--- src/rtl/systolic_pkg.sv ---
// Shared types for the systolic-array output path.
//   collect_state_e : collector FSM states
//   layout_e        : output layout mode (weight- vs output-stationary)
//   idx_width       : bits needed to index n items (never less than 1)
package systolic_pkg;

  typedef enum logic [1:0] {
    StIdle    = 2'd0,
    StCollect = 2'd1,
    StDone    = 2'd2
  } collect_state_e;

  typedef enum logic {
    LayoutWs = 1'b0,
    LayoutOs = 1'b1
  } layout_e;

  function automatic int unsigned idx_width(input int unsigned n);
    return (n > 1) ? $clog2(n) : 1;
  endfunction

endpackage

--- src/rtl/output_col_tracker.sv ---
// Per-column capture tracker: hold-phase counter, captured-row count,
// capture strobe and sticky overflow for one systolic-array channel.
// Ports:
//   clk, rst  : clock, asynchronous active-low reset
//   clear     : start pulse; zeroes phase, count and overflow, blocks capture
//   enable    : collector is in COLLECT
//   valid     : column output-valid from the array
//   capture   : write this column's data this cycle (count is the row index)
//   count     : rows captured so far (0..ROWS)
//   full      : count == ROWS
//   overflow  : a capture was attempted while full
module output_col_tracker
  import systolic_pkg::*;
#(
  parameter int unsigned ROWS        = 4,
  parameter int unsigned HOLD_CYCLES = 2,
  localparam int unsigned CntW       = $clog2(ROWS + 1)
) (
  input  logic            clk,
  input  logic            rst,
  input  logic            clear,
  input  logic            enable,
  input  logic            valid,
  output logic            capture,
  output logic [CntW-1:0] count,
  output logic            full,
  output logic            overflow
);

  localparam int unsigned PhaseW = idx_width(HOLD_CYCLES);

  logic [PhaseW-1:0] phase_q, phase_d;
  logic [CntW-1:0]   count_q, count_d;
  logic              ovf_q, ovf_d;
  logic              hit;

  always_comb begin
    full    = (count_q == CntW'(ROWS));
    // Each held output is sampled once, on the first cycle of its hold window.
    hit     = enable && valid && (phase_q == '0) && !clear;
    capture = hit && !full;
    phase_d = phase_q;
    count_d = count_q;
    ovf_d   = ovf_q;
    if (clear) begin
      phase_d = '0;
      count_d = '0;
      ovf_d   = 1'b0;
    end else begin
      if (!valid || (phase_q == PhaseW'(HOLD_CYCLES - 1))) begin
        phase_d = '0;
      end else begin
        phase_d = phase_q + 1'b1;
      end
      if (capture) begin
        count_d = count_q + 1'b1;
      end
      if (hit && full) begin
        ovf_d = 1'b1;
      end
    end
  end

  always_ff @(posedge clk or negedge rst) begin
    if (!rst) begin
      phase_q <= '0;
      count_q <= '0;
      ovf_q   <= 1'b0;
    end else begin
      phase_q <= phase_d;
      count_q <= count_d;
      ovf_q   <= ovf_d;
    end
  end

  assign count    = count_q;
  assign overflow = ovf_q;

endmodule

--- src/rtl/matmul_output_collector.sv ---
// Collects held per-column outputs of a systolic array into a ROWS x COLS matrix.
// Weight-stationary layout writes [k][c]; output-stationary writes [c][COLS-1-k]
// (only when ROWS == COLS, otherwise forced to weight-stationary).
// Ports:
//   clk, rst      : clock, asynchronous active-low reset
//   start         : one-cycle pulse; clears counters and begins a new matrix
//   os_mode       : layout select, sampled on start
//   col_valid     : per-column valid
//   col_data      : packed column data, column c at [c*WORD_SIZE +: WORD_SIZE]
//   output_matrix : collected matrix, element [r][c]
//   busy          : in COLLECT
//   done          : one-cycle pulse when every column holds ROWS entries
//   overflow      : sticky; capture attempted on a completed column
// Build option: define OUTPUT_CLEAR_ON_START_EN to also zero output_matrix on start.
module matmul_output_collector
  import systolic_pkg::*;
#(
  parameter int unsigned WORD_SIZE   = 16,
  parameter int unsigned ROWS        = 4,
  parameter int unsigned COLS        = 4,
  parameter int unsigned HOLD_CYCLES = 2
) (
  input  logic                                      clk,
  input  logic                                      rst,
  input  logic                                      start,
  input  logic                                      os_mode,
  input  logic [COLS-1:0]                           col_valid,
  input  logic [COLS*WORD_SIZE-1:0]                 col_data,
  output logic [ROWS-1:0][COLS-1:0][WORD_SIZE-1:0] output_matrix,
  output logic                                      busy,
  output logic                                      done,
  output logic                                      overflow
);

  localparam int unsigned CntW    = $clog2(ROWS + 1);
  localparam int unsigned RowW    = idx_width(ROWS);
  localparam int unsigned ColW    = idx_width(COLS);
  localparam bit          OsLegal = (ROWS == COLS);

  collect_state_e state_q, state_d;
  layout_e        mode_q, mode_d;

  logic [ROWS-1:0][COLS-1:0][WORD_SIZE-1:0] matrix_q, matrix_d;

  logic [COLS-1:0] col_capture;
  logic [COLS-1:0] col_full;
  logic [COLS-1:0] col_ovf;
  logic [CntW-1:0] col_count [COLS];
  logic            collecting;
  logic [RowW-1:0] row_idx;
  logic [ColW-1:0] col_idx;

  assign collecting = (state_q == StCollect);

  for (genvar g = 0; g < COLS; g++) begin : g_col
    output_col_tracker #(
      .ROWS        (ROWS),
      .HOLD_CYCLES (HOLD_CYCLES)
    ) u_tracker (
      .clk      (clk),
      .rst      (rst),
      .clear    (start),
      .enable   (collecting),
      .valid    (col_valid[g]),
      .capture  (col_capture[g]),
      .count    (col_count[g]),
      .full     (col_full[g]),
      .overflow (col_ovf[g])
    );
  end

  always_comb begin
    state_d = state_q;
    busy    = (state_q == StCollect);
    done    = 1'b0;
    unique case (state_q)
      StIdle: begin
        if (start) state_d = StCollect;
      end
      StCollect: begin
        // A restart wins over completion so no done pulse escapes a restart.
        if (start) begin
          state_d = StCollect;
        end else if (&col_full) begin
          state_d = StDone;
          done    = 1'b1;
        end
      end
      StDone: begin
        if (start) state_d = StCollect;
      end
      default: state_d = StIdle;
    endcase
  end

  always_comb begin
    mode_d = mode_q;
    if (start) begin
      mode_d = (OsLegal && os_mode) ? LayoutOs : LayoutWs;
    end
  end

  always_comb begin
    matrix_d = matrix_q;
`ifdef OUTPUT_CLEAR_ON_START_EN
    if (start) matrix_d = '0;
`endif
    row_idx = '0;
    col_idx = '0;
    // Trackers suppress capture on start, so no write collides with a clear.
    for (int c = 0; c < COLS; c++) begin
      if (col_capture[c]) begin
        if (mode_q == LayoutOs) begin
          row_idx = RowW'(c);
          col_idx = ColW'(COLS - 1) - ColW'(col_count[c]);
        end else begin
          row_idx = RowW'(col_count[c]);
          col_idx = ColW'(c);
        end
        matrix_d[row_idx][col_idx] = col_data[c*WORD_SIZE +: WORD_SIZE];
      end
    end
  end

  always_ff @(posedge clk or negedge rst) begin
    if (!rst) begin
      state_q  <= StIdle;
      mode_q   <= LayoutWs;
      matrix_q <= '0;
    end else begin
      state_q  <= state_d;
      mode_q   <= mode_d;
      matrix_q <= matrix_d;
    end
  end

  assign output_matrix = matrix_q;
  assign overflow      = |col_ovf;

endmodule

--- config.mk ---
export PLATFORM = sky130hd
export DESIGN_NAME = matmul_output_collector
export DESIGN_NICKNAME = d
export VERILOG_FILES = /design/src/rtl/systolic_pkg.sv /design/src/rtl/output_col_tracker.sv /design/src/rtl/matmul_output_collector.sv
export SDC_FILE = /design/constraint.sdc
export NUM_CORES = 1
export LEC_CHECK = 0
export ABC_AREA = 1
export BUFFER_PORTS_ARGS = -buffer_cell sky130_fd_sc_hd__clkbuf_2
export CORE_UTILIZATION = 50
export CTS_CLUSTER_SIZE = 24
export DETAILED_ROUTE_END_ITERATION = 8
export GPL_TIMING_DRIVEN = 0
export PLACE_DENSITY = 0.75
export SYNTH_ARGS = -nofsm -noshare
export SYNTH_HDL_FRONTEND = slang
export SYNTH_SLANG_ARGS = --single-unit
--- constraint.sdc ---
create_clock -name clk -period 3.3 [get_ports clk]
set_input_delay 0.165 -clock clk [delete_from_list [all_inputs] [get_ports clk]]
set_output_delay 0.165 -clock clk [all_outputs]
set_load 0.02 [all_outputs]
==> results.yml, run 1 <==
sta:
  worst_slack_ns: 0.234
  slew-limit-headroom_pct: 46.1
  finalClockSkew_ns: 0.0189
  fmax_ghz: 0.326
  setup_viol: 0
  fin_tns_setup_ns: 0
  worstMarginPinSlew_ns: 0.808
  min_period_over_period_pct: 92.9
  rsz0062_at_grt: "false"
  maxSlewViolCount: 0
  final_hold_viol_count: 0
  finalCriticalPeriod_ns: 3.07
status:
  status: "completed"
clocking:
  cts_tree: "built"
  cts.sinks: 279
  cts_buffers: 30
  cts_root_buffer: "clkbuf_16"
  h-tree-depth: 1
  clkTransAtPathRegs_ns: 0.06
  insertion_delay_ns: 0.57
  clock_path_buffers: 3
  cts_setup_buffers: 0
layout:
  multi_input_area_sq_um: 6170
  fillers: 2629
  syn_to_final_growth_pct: 25.0
  final_core_util_pct: 64.0
  regArea_sq_um: 6980
  nets: 2456
  drive_gt1_share_pct: 20.0
  design_area_sq_um: 18500
worst_setup_path:
  required_ns: 3.13
  path_delay_family: "buffers and inverters"
  max_stage_delay_ns: 0.45
  cp-start-kind: "flop"
  reg2reg_to: "output_matrix[237]"
  r2r-start: "g_col[3].u_tracker.count[0]"
  r2r_cells: 11
  worstSetupPathType: "flop to primary output"
  r2r_setup_slack_ns: 0.33
  startpoint: "g_col[2].u_tracker.count[0]"
  cp.depth: 9
  crit_path_top_delay_cell: "dfrtp_1"
  crit_buf_inv: 4
  endpoint: "done"
  cpMostUsedCell: "clkbuf_2"
  arrival_ns: 2.90
  crit_path_end_kind: "primary output"
  path_max_fanout: 12
  path_cells: "clkinvlp_4, clkbuf_2, ha_1, nand2_1, clkbuf_2, nor3_4, nand3_1, nor2_1, clkbuf_2"
power_and_ir_drop:
  power_w: 0.0142
  internal_power_w: 0.00832
  ir_drop_v: 0.000592
  p_sw_share_pct: 41.5
  power.leakage_nw: 10.2
  powerDensity_nw_per_um2: 770
  seq_power_share_pct: 38.0
  p_comb_share_pct: 37.3
  pwr-share-clk_pct: 24.7
  p_sw_w: 0.00590
routing:
  m1WireLength_um: 22700
  drc: 0
  wire_per_inst_um: 20.7
  top_layer: "met4"
  vias_per_cell: 5.75
  wl_met3_um: 6510
  routed_wl_um: 57800
  met2_length_um: 25500
  drt_pre_antenna_iters: 6
  ant_nets: 0
  vias: 16000
  dr.first_iter.drc_count: 1946
synthesis:
  synth_seq_cells: 279
  syn_nets: 2049
  synth.distinct_cells: 30
  syn_avg_cell_area_sq_um: 7.50
  synth.cell_area_sq_um: 14800
  yosysWarnings: 0
  synth_cells: 1969
  yosysSeqAreaShare_pct: 47.3
floorplan:
  die-height_um: 174
  die_w_um: 174
  rows: 62
  io_pins: 331
  dieArea_sq_um: 30200
  initial_core_util_pct: 51.2
  core_area_sq_um: 28900
global_routing:
  grt_max_degree: 109
  antenna_found_initial: 0
  overflow: 0
  first_global_vias: 14800
  grt_pass1_wl_um: 87100
  grt_usage_pct: 37.8
placed_design:
  place_area_sq_um: 17000
  port_buffers: 330
  hpwlAfterDp_um: 41200
  finalWeightedCongestion: 0.963
  dp_slack_ns: 0.0608
worst_hold_path:
  min_path_type: "input port to flop"
run:
  drv_cap: 0
[layer usage]
| metal | vias to the layer above | GRT usage [%] |
|---|---|---|
| li1 | 7283 | - |
| met1 | 7479 | 50.9 |
| met2 | 1072 | 56.9 |
| met3 | 192 | 9.01 |
| met4 | 0 | 19.0 |
| met5 | - | 0 |
[worst min path at each step]
stage / endpoint / startpoint / depth (start not counted)
finish: output_matrix[235] / col_data[59] / 3
global route: output_matrix[227] / col_data[51] / 3
CTS: output_matrix[227] / col_data[51] / 3
detailed placement: output_matrix[241] / rst / 1
global placement: mode_q / os_mode / 3
floorplan: g_col[0].u_tracker.count[0] / rst / 0
[state kept, by name, indices dropped and copies added, names as in the netlist]
register / flops
mode_q: 1
g_col.u_tracker.phase_q: 4
g_col.u_tracker.count: 12
g_col.u_tracker.overflow: 4
state_q: 2
output_matrix: 256
[placed cells by master (no fill, tap or decap), drive strengths merged, types with 11 or more instances in the layout]
cell type,count
nor2,29
clkbuf,442
dfrtp,279
inv,272
dlygate4sd3,44
buf,65
o21ai,76
nand4,265
clkinv,11
nand2,622
nand3,269
[tightest hold or removal path, delay by kind of cell]
family        cells  cell delay (ns)
buf+inv           1             0.22
simple gates      2             0.16
[power groups by stage]
stage | logic [W] | registers, W | clock network, W
after floorplan | 0.00181 | 0.00666 | 0
after global placement | 0.00511 | 0.00538 | 0
after detailed placement | 0.00520 | 0.00540 | 0
after CTS | 0.00528 | 0.00536 | 0.00353
after global routing | 0.00580 | 0.00549 | 0.00365
final | 0.00531 | 0.00540 | 0.00351
[layout make-up]
cell class                 instances  area share (%)
multi-input combinational       1283            33.4
antenna                            2          0.0271
tap                              384            2.60
clock buffer                      45            5.03
clock inverter                    10           0.563
sequential                       279            37.8
timing repair buffer             376            11.7
buffer                           130            3.19
inverter                         276            5.65
[cells by family after synthesis]
family,after synthesis,synth area share (%)
AOI/OAI and AO/OA,81,2.77
xor gates and xnor gates,3,0.178
buffers and inverters,407,11.0
adders and majority gates,8,0.678
and+or+nand+nor,1191,38.1
DFF,279,47.3
[cell usage after synthesis]
library cell  number  area (sq um)
buf_1              6          22.5
nor2_4             4          45.0
nor3_1             1          5.00
a21oi_1            4          20.0
nand2_4            2          22.5
buf_2             51           255
nand2_2            1          6.26
clkinv_1           3          11.3
dfrtp_1          279          6980
inv_1            266           998
nand4_1          264          1650
inv_4              1          6.26
xor2_1             3          26.3
o32ai_1            1          8.76
clkbuf_1          68           255
nand3_4            1          17.5
inv_2              6          22.5
nor3_2             2          20.0
nand3_1          263          1320
ha_1               8           100
o21ai_0           76           380
nor3_4             2          32.5
nand2_1          619          2320
nor2_2            10          62.6
nand3_2            5          50.1
buf_6              3          33.8
and2_1             1          6.26
nand4_2            1          12.5
nor2_1            15          56.3
buf_4              3          22.5
[per-stage QoR]
step,hold WS (ns),instances
floorplan,-0.131,1969
global placement,0.411,2683
detailed placement,0.267,2685
CTS,0.000447,2782
global route,0.00180,2783
finish,0.0172,2785
[timing repair]
action,4_1_cts,5_1_grt
setup endpoints to repair,1,1
hold endpoints to repair,197,1
gates resized for setup,2,6
hold buffers,43,1
No activity file was read; power rests on OpenSTA's default activity.
==> inputs of run 2 (changes only) <==
--- a/config.mk
+++ b/config.mk
@@ -12,6 +12,7 @@
 export DETAILED_ROUTE_END_ITERATION = 8
 export GPL_TIMING_DRIVEN = 0
 export PLACE_DENSITY = 0.75
+export RECOVER_POWER = 100
 export SYNTH_ARGS = -nofsm -noshare
 export SYNTH_HDL_FRONTEND = slang
 export SYNTH_SLANG_ARGS = --single-unit
==> run 2 against run 1 <==
- the flow now finishes with violations (capacitance limit, slew limit)
- maximum frequency shrank 2.3%
- clock power is essentially flat
- non-clock buffer count is the same
- worst hold slack lost 0.013 ns
- sequential power is essentially flat
- die area is the same
- sequential share of layout area grew 0.92 points
- utilization shrank 1.5 points
- largest cell class unchanged
- highest routed layer unchanged
==> results.yml, run 2 (synthesis gave the netlist of run 1 again) <==
status:
  status: "complete, but fails checks"
  violations: "capacitance limit, slew limit"
floorplan:
  io_pins: 331
  core_area_sq_um: 28900
  rows: 62
  initial_core_util_pct: 51.2
  die-height_um: 174
  dieArea_sq_um: 30200
  die_w_um: 174
sta:
  setup_viol: 0
  fin_tns_setup_ns: 0
  maxSlewViolCount: 85
  timing.hold.ws_ns: 0.00387
  fmax_ghz: 0.319
  slew-limit-headroom_pct: -49.4
  min_period_over_period_pct: 95.1
  finalCriticalPeriod_ns: 3.14
  final_hold_viol_count: 0
  finalClockSkew_ns: 0.0209
  rsz0062_at_grt: "false"
  worstMarginPinSlew_ns: 2.24
clocking:
  clock_path_buffers: 3
  cts_root_buffer: "clkbuf_16"
  cts_setup_buffers: 0
  insertion_delay_ns: 0.57
  cts_tree: "built"
  h-tree-depth: 1
  clkTransAtPathRegs_ns: 0.06
  cts_buffers: 30
  cts.sinks: 279
worst_setup_path:
  max_stage_delay_ns: 0.64
  crit_path_end_kind: "flop"
  cp-start-kind: "input port"
  arrival_ns: 3.59
  crit_buf_inv: 5
  path_cells: "dlygate4sd3_1, clkbuf_1, clkinvlp_2, nand3_1, nor2_1, clkbuf_1, clkbuf_1, nand4_1, nand3_1, nand2_1"
  r2r_cells: 11
  path_delay_family: "buffers and inverters"
  cp.depth: 10
  crit_path_top_delay_cell: "nor2_1"
  required_ns: 3.75
  path_max_fanout: 10
  worstSetupPathType: "input port to flop"
  cpMostUsedCell: "clkbuf_1"
layout:
  layout_common_cells: "nand2_1 (621), clkbuf_1 (345), dfrtp_1 (279), inv_1 (268), nand3_1 (267)"
  largest_reg_flops: 256
  design_area_sq_um: 18000
  mostFrequentLayoutCell: "nand2_1"
  drive_gt1_share_pct: 7.96
  nets: 2456
  syn_to_final_growth_pct: 22.0
global_routing:
  antenna_found_initial: 0
  first_global_vias: 14800
  overflow: 0
  grt_max_degree: 109
  grt_usage_pct: 37.8
  grt_pass1_wl_um: 87100
routing:
  vias: 16000
  dr.first_iter.drc_count: 1946
  vias_per_cell: 5.75
  routed_wl_um: 57700
  drt_pre_antenna_iters: 6
  drc: 0
  ant_nets: 0
  wire_per_inst_um: 20.7
power_and_ir_drop:
  power.leakage_nw: 9.37
  powerDensity_nw_per_um2: 772
  ir_drop_v: 0.000575
placed_design:
  place_area_sq_um: 17000
  hpwlAfterDp_um: 41200
  port_buffers: 330
  finalWeightedCongestion: 0.963
worst_hold_path:
  min_path_type: "input port to flop"
  holdPathStages: 3
run:
  drv_cap: 1
## run 2: cell types whose count changed in the layout (fill, tap and decap cells not counted), sizes merged
| cell | delta |
|---|---|
| diode | -1 |
| clkinvlp | +1 |
| clkbuf | +24 |
| buf | -24 |
| inv | -1 |
## run 2: power by group
| part | switching, W | total, W | internal, W |
|---|---|---|---|
| combinational | 0.00366 | 0.00501 | 0.00135 |
| clock | 0.00142 | 0.00351 | 0.00209 |
| sequential | 0.000810 | 0.00539 | 0.00458 |
## run 2: path summary, 6_finish.rpt
check,end,from,slack (ns)
max,output_matrix[157],start,0.16
min,output_matrix[235],col_data[59],0.004
max reg2reg,output_matrix[126],g_col[3].u_tracker.count[0],0.24
min reg2reg,output_matrix[9],output_matrix[9],0.49
max in group asynchronous,output_matrix[43],rst,0.51
min in group asynchronous,output_matrix[114],rst,0.79
## run 2: layout make-up
| cell class | instances | area [sq um] |
|---|---|---|
| tap | 384 | 480 |
| antenna | 1 | 2.50 |
| multi-input combinational | 1283 | 6110 |
| timing repair buffer | 376 | 1810 |
| clock inverter | 10 | 104 |
| clock buffer | 45 | 928 |
| fill | 2806 | 10800 |
| inverter | 276 | 1040 |
| buffer | 130 | 559 |
| sequential | 279 | 6980 |
## run 2: metal layers
layer / GRT usage (%) / vias to the layer above / wire length, um
li1: - / 7274 / -
met1: 50.9 / 7507 / 22700
met2: 56.9 / 1027 / 25400
met3: 9.01 / 213 / 6470
met4: 19.0 / 0 / 3110
met5: 0 / - / 0
## run 2: worst register-to-register path, stage by stage, from the launching register on
cell	delay [ns]
dfrtp_1	0.45
inv_1	0.11
clkbuf_1	0.23
clkbuf_2	0.26
ha_1	0.23
nand2_1	0.22
nand2_1	0.11
clkbuf_1	0.24
nor2_1	0.42
clkbuf_1	0.47
nand3_1	0.16
nand2_1	0.10
## run 2: repair_timing
| item | CTS | global route |
|---|---|---|
| hold buffers | 43 | 1 |
| setup endpoints to repair | 1 | 1 |
| hold endpoints to repair | 197 | 1 |
| resized for setup | 2 | 6 |
## run 2: metrics by stage
step           util (%)  setup slack, ns  power [W]  std cells
5_1_grt            62.4           0.0332     0.0146       2783
3_5_place_dp       58.8           0.0608     0.0106       2685
4_1_cts            63.9           0.0152     0.0142       2782
2_1_floorplan         -            0.973    0.00847       1969
6_report           62.5            0.163     0.0139       2784
3_3_place_gp       58.6            -3.94     0.0105       2683
